--- config.mk ---
export PLATFORM = sky130hd
export DESIGN_NAME = func_call_arbiter
export DESIGN_NICKNAME = d
export VERILOG_FILES = /design/src/rtl/func_call_arbiter.sv
export SDC_FILE = /design/constraint.sdc
export NUM_CORES = 1
export LEC_CHECK = 0
export ABC_AREA = 1
export CORE_UTILIZATION = 40
export CTS_BUF_LIST = sky130_fd_sc_hd__clkbuf_4 sky130_fd_sc_hd__clkbuf_8
export CTS_CLUSTER_DIAMETER = 120
export CTS_CLUSTER_SIZE = 30
export DETAILED_ROUTE_END_ITERATION = 12
export MAX_ROUTING_LAYER = met4
export PLACE_DENSITY = 0.77
export SETUP_SLACK_MARGIN = 0.1
export SYNTH_ARGS = -nofsm -noshare
export SYNTH_HDL_FRONTEND = slang
export SYNTH_SLANG_ARGS = --single-unit
--- constraint.sdc ---
create_clock -name clock -period 5 [get_ports clock]
set_input_delay 0.75 -clock clock [delete_from_list [all_inputs] [get_ports clock]]
set_output_delay 0.75 -clock clock [all_outputs]
set_load 0.05 [all_outputs]
--- src/rtl/func_call_arbiter.sv ---
// Round-robin arbiter sharing one multi-cycle callee between NUM_REQ callers.
// Operands are captured at grant; each caller owns a private result register
// and a done level (out) that follows the request/out level handshake.
//
// state | meaning
// ------+---------------------------------------------------------------
// IDLE  | no call in flight; pick next requester at or after ptr
// CALL  | callee_req high, waiting for callee_out or a caller abort
// DONE  | call finished or aborted; wait for request and callee_out low
module func_call_arbiter #(
   parameter int NUM_REQ = 2,
   parameter int WIDTH   = 32,
   parameter int IDX_W   = 1
) (
   input  logic                     clock,
   input  logic                     reset,
   input  logic [NUM_REQ-1:0]       request,
   input  logic [NUM_REQ*WIDTH-1:0] in1,
   input  logic [NUM_REQ*WIDTH-1:0] in2,
   output logic [NUM_REQ-1:0]       out,
   output logic [NUM_REQ*WIDTH-1:0] result,
   output logic                     callee_req,
   output logic [WIDTH-1:0]         callee_in1,
   output logic [WIDTH-1:0]         callee_in2,
   input  logic                     callee_out,
   input  logic [WIDTH-1:0]         callee_res
);

   typedef enum logic [1:0] {
      IDLE = 2'd0,
      CALL = 2'd1,
      DONE = 2'd2
   } state_t;

   localparam logic [IDX_W:0]   NUM_REQ_W = (IDX_W+1)'(NUM_REQ);
   localparam logic [IDX_W-1:0] LAST_IDX  = IDX_W'(NUM_REQ-1);

   state_t                     state_q, state_d;
   logic [IDX_W-1:0]           ptr_q, ptr_d;
   logic [IDX_W-1:0]           gnt_q, gnt_d;
   logic [NUM_REQ-1:0]         out_d;
   logic [NUM_REQ*WIDTH-1:0]   result_d;
   logic                       callee_req_d;
   logic [WIDTH-1:0]           callee_in1_d, callee_in2_d;

   logic [2*NUM_REQ-1:0]       req_dbl;
   logic [NUM_REQ-1:0]         req_rot;
   logic                       pick_vld;
   logic [IDX_W-1:0]           pick_off;
   logic [IDX_W:0]             pick_sum;
   logic [IDX_W-1:0]           pick_idx;
   logic [WIDTH-1:0]           pick_in1, pick_in2;
   logic [NUM_REQ-1:0]         gnt_oh;
   logic                       req_gnt;

   // Rotate requests so bit 0 is the caller at ptr; search order becomes plain priority.
   assign req_dbl = {request, request};
   assign req_rot = NUM_REQ'(req_dbl >> ptr_q);

   // Lowest rotated offset wins, i.e. first requester at or after ptr.
   always_comb begin
      pick_vld = 1'b0;
      pick_off = '0;
      for (int k = NUM_REQ-1; k >= 0; k--) begin
         if (req_rot[k]) begin
            pick_vld = 1'b1;
            pick_off = IDX_W'(k);
         end
      end
   end

   assign pick_sum = {1'b0, ptr_q} + {1'b0, pick_off};
   assign pick_idx = (pick_sum >= NUM_REQ_W) ? IDX_W'(pick_sum - NUM_REQ_W)
                                             : pick_sum[IDX_W-1:0];

   // Operand mux for the candidate caller, captured only when the grant is taken.
   always_comb begin
      pick_in1 = '0;
      pick_in2 = '0;
      for (int i = 0; i < NUM_REQ; i++) begin
         if (pick_idx == IDX_W'(i)) begin
            pick_in1 = in1[i*WIDTH +: WIDTH];
            pick_in2 = in2[i*WIDTH +: WIDTH];
         end
      end
   end

   // One-hot view of the current grant for per-caller updates.
   always_comb begin
      gnt_oh = '0;
      for (int i = 0; i < NUM_REQ; i++) begin
         gnt_oh[i] = (gnt_q == IDX_W'(i));
      end
   end

   assign req_gnt = |(request & gnt_oh);

   // Next-state and register updates; everything holds unless the FSM says otherwise.
   always_comb begin
      state_d      = state_q;
      ptr_d        = ptr_q;
      gnt_d        = gnt_q;
      out_d        = out;
      result_d     = result;
      callee_req_d = callee_req;
      callee_in1_d = callee_in1;
      callee_in2_d = callee_in2;
      case (state_q)
         IDLE: begin
            if (pick_vld) begin
               gnt_d        = pick_idx;
               callee_in1_d = pick_in1;
               callee_in2_d = pick_in2;
               callee_req_d = 1'b1;
               state_d      = CALL;
            end
         end
         CALL: begin
            // A request drop wins over a simultaneous completion: nothing is written.
            if (!req_gnt) begin
               callee_req_d = 1'b0;
               state_d      = DONE;
            end else if (callee_out) begin
               for (int i = 0; i < NUM_REQ; i++) begin
                  if (gnt_oh[i]) begin
                     result_d[i*WIDTH +: WIDTH] = callee_res;
                  end
               end
               out_d        = out | gnt_oh;
               callee_req_d = 1'b0;
               state_d      = DONE;
            end
         end
         DONE: begin
            out_d = out & (~gnt_oh | request);
            // Waiting for callee_out low keeps callee_req low for a full cycle between calls.
            if (!req_gnt && !callee_out) begin
               out_d   = out & ~gnt_oh;
               ptr_d   = (gnt_q == LAST_IDX) ? '0 : gnt_q + 1'b1;
               state_d = IDLE;
            end
         end
         default: begin
            state_d = IDLE;
         end
      endcase
   end

   // State and datapath registers with asynchronous clear.
   always_ff @(posedge clock or posedge reset) begin
      if (reset) begin
         state_q    <= IDLE;
         ptr_q      <= '0;
         gnt_q      <= '0;
         out        <= '0;
         result     <= '0;
         callee_req <= 1'b0;
         callee_in1 <= '0;
         callee_in2 <= '0;
      end else begin
         state_q    <= state_d;
         ptr_q      <= ptr_d;
         gnt_q      <= gnt_d;
         out        <= out_d;
         result     <= result_d;
         callee_req <= callee_req_d;
         callee_in1 <= callee_in1_d;
         callee_in2 <= callee_in2_d;
      end
   end

endmodule

==> impl_metrics.yaml <==
die:
  start_util: 0.413
  placementRows: 46
  die_h_um: 131
  die_area_um2: 17100
  core_region_area_um2: 16100
  top_level_ports: 296
  die_w_um: 131
cells_and_area:
  final_cell_mix: "295 x sky130_fd_sc_hd__clkdlybuf4s50_1, 262 x sky130_fd_sc_hd__nand2_1, 168 x sky130_fd_sc_hd__inv_1, 135 x sky130_fd_sc_hd__dfrtp_1, 132 x sky130_fd_sc_hd__nand3_1"
  nets: 1288
  final_common_cell: "sky130_fd_sc_hd__clkdlybuf4s50_1"
  layoutNonFillerInstCount: 1351
  drive_above_1_share: 0.0881
  areaGrowthSynthToFinish_pct: 50.8
  diodes: 0
run_status:
  outcome: "complete, no violations"
setup_path:
  worstPathArrival_ns: 2.74
  timing.setup.critical_path_class: "input port to register"
  critPathCaptureType: "register"
  cp-start-kind: "input port"
  crit_chain: "clkdlybuf4s50_1, inv_1, nor2_1, nand3_4, nand2_2, o21ai_2"
  worst-endpoint-required_ns: 5.29
  timing.critical_path.fanout_max: 65
  slowest_delay_ns: 0.73
  crit_slowest_cell: "sky130_fd_sc_hd__nand3_4"
placed_design:
  routability_congestion: 0.803
  io_buffers: 295
  detailedPlace.worstSlack_ns: 2.12
  dp_hpwl_um: 13300
  placed_cells_incl_taps: 1320
route:
  detail_route.first_pass.iterations: 7
  routed-via-count: 6205
  totalWireLength_um: 18700
  detail_route.iter0.violations: 358
  average_vias_per_placed_instance: 4.59
  route.detailed.wl_per_inst_um: 13.8
  final_antenna_net_count: 0
  drt_drc_violations_left: 0
logic_synthesis:
  yosysTopAreaCell: "sky130_fd_sc_hd__dfrtp_1"
  synth.top_cell.area_share: 0.510
  synth_top_family_by_area: "simple AND/OR/NAND/NOR gates"
  yosys-top-cells-area: "sky130_fd_sc_hd__dfrtp_1 51%, sky130_fd_sc_hd__nand2_1 15%, sky130_fd_sc_hd__nand3_1 10%"
  ys.warnings.count: 0
  synth-adder-area-share: 0
  ys_seq_elements: 135
  post_synthesis_net_count: 1015
  synth_xor_xnor_area_share: 0
  yosys.cell_types.count: 19
  synth_compound_area_frac: 0.0689
  netlist_area_um2: 6630
  synth-simple-area-share: 0.278
  avgSynthCellArea_um2: 7.80
  synth-seq-area-share: 0.510
  synthMuxAreaShare: 0
  netlist_instances: 850
global_routing:
  vias_in_the_first_global_route: 5969
  grt_use_met3: 0.0619
  grt_pass1_wl_um: 29400
  grt_start_max_net_pins: 68
  globalRoute.totalOverflow: 0
  grt_util_met1: 0.278
  grt_use_total: 0.231
  grt_antenna_before_repair: 0
  grt.busiest_layer: "met2"
  met2_usage: 0.373
flow_run:
  cap_violations: 0
min_path:
  hold_class: "register to register"
clocking:
  hold_buffers: 0
  clk_pin_slew_worst_paths_ns: 0.08
  clockBufferDepth: 2
  worstSkewPairLatency_ns: 0.44
  numClockSinks: 135
  ctsHtreeMaxLevel: 4
  total_cts_buffers: 17
  cts_tree: "done"
  postCtsSetupBuffers: 0
  cts_repair_resize_count: 0
  clock_tree_root_driver_cell: "sky130_fd_sc_hd__clkbuf_8"
power_and_ir_drop:
  power.ir.vdd_worst_mv: 0.345
  fin_total_pwr_w: 0.00718
  cellLeakagePower_nw: 5.17
  pwr_density_cell_nw_per_um2: 719
timing:
  skew_ns: 0.0156
  tns_ns: 0
  fraction_of_the_cycle_the_final_worst_path_needs: 0.490
  timing.final.crit_period_ns: 2.45
  timing.slew.headroom: 0.331
  worst_slew_pin_slew_ns: 1.00
  rsz0062_at_grt: "false"
  worst_slack_ns: 2.55
  timing.final.max_slew_violations: 0
  max_freq_ghz: 0.408
  timing_hold_violations_final: 0
  hold_slack_ns: 0.480
  setup_violations: 0
## synthesized netlist by cell type, drive strengths merged
library cell / instances
nor2: 4
nand4: 1
o21ai: 68
clkbuf: 5
nand2: 285
buf: 43
nand3: 134
inv: 174
nand3b: 1
dfrtp: 135
## layout make-up
class | count | area [um^2]
Multi-Input combinational cell | 493 | 2320
Clock buffer | 18 | 241
Sequential cell | 135 | 3380
Clock inverter | 13 | 120
Fill cell | 1407 | 6060
Tap cell | 216 | 270
Inverter | 174 | 658
Timing Repair Buffer | 302 | 3010
## path summary, 6_finish.rpt
check / to / slack, ns / cells after the start / startpoint
max in group asynchronous: result[52] / 3.34 / 3 / reset
hold / removal: out[0] / 0.48 / 2 / out[0]
min in group asynchronous: callee_in1[1] / 0.69 / 2 / reset
setup reg to reg: gnt_q / 2.98 / 7 / state_q[1]
setup / recovery: result[21] / 2.55 / 6 / callee_out
hold reg to reg: out[0] / 0.48 / 2 / out[0]
## worst max-delay path, delay by kind of cell
family	cells	cell delay, ns
AOI/OAI and AO/OA	1	0.08
buffers and inverters	2	0.64
and+or+nand+nor	3	1.21
## sequential cells by signal, summed over array words and instances (netlist names)
signal	count
callee_in1	32
callee_in2	32
callee_req	1
gnt_q	1
out	2
ptr_q	1
result	64
state_q	2
## cell families after synthesis
group / Yosys count
AND/OR/NAND/NOR: 425
buffers and inverters: 222
flip-flops: 135
AO/OA/AOI/OAI: 68
## metrics by stage
stage                     instance area (um^2)   util
after floorplan                           6630      -
after global placement                    9630  0.600
after detailed placement                  9630  0.600
after CTS                                 9990  0.622
after global routing                      9990  0.622
final                                     9990  0.622
## metal layers
layer,wire (um),part of all wire
met1,8030,0.43
met2,8970,0.48
met3,1360,0.073
met4,308,0.016
met5,0,0
## power by group
group	total (W)	internal, W	switching (W)
Sequential	0.00195	0.00164	0.000312
Combinational	0.00439	0.00140	0.00298
Clock	0.000846	0.000401	0.000446
Note: power is estimated with default switching activity, not from simulation.
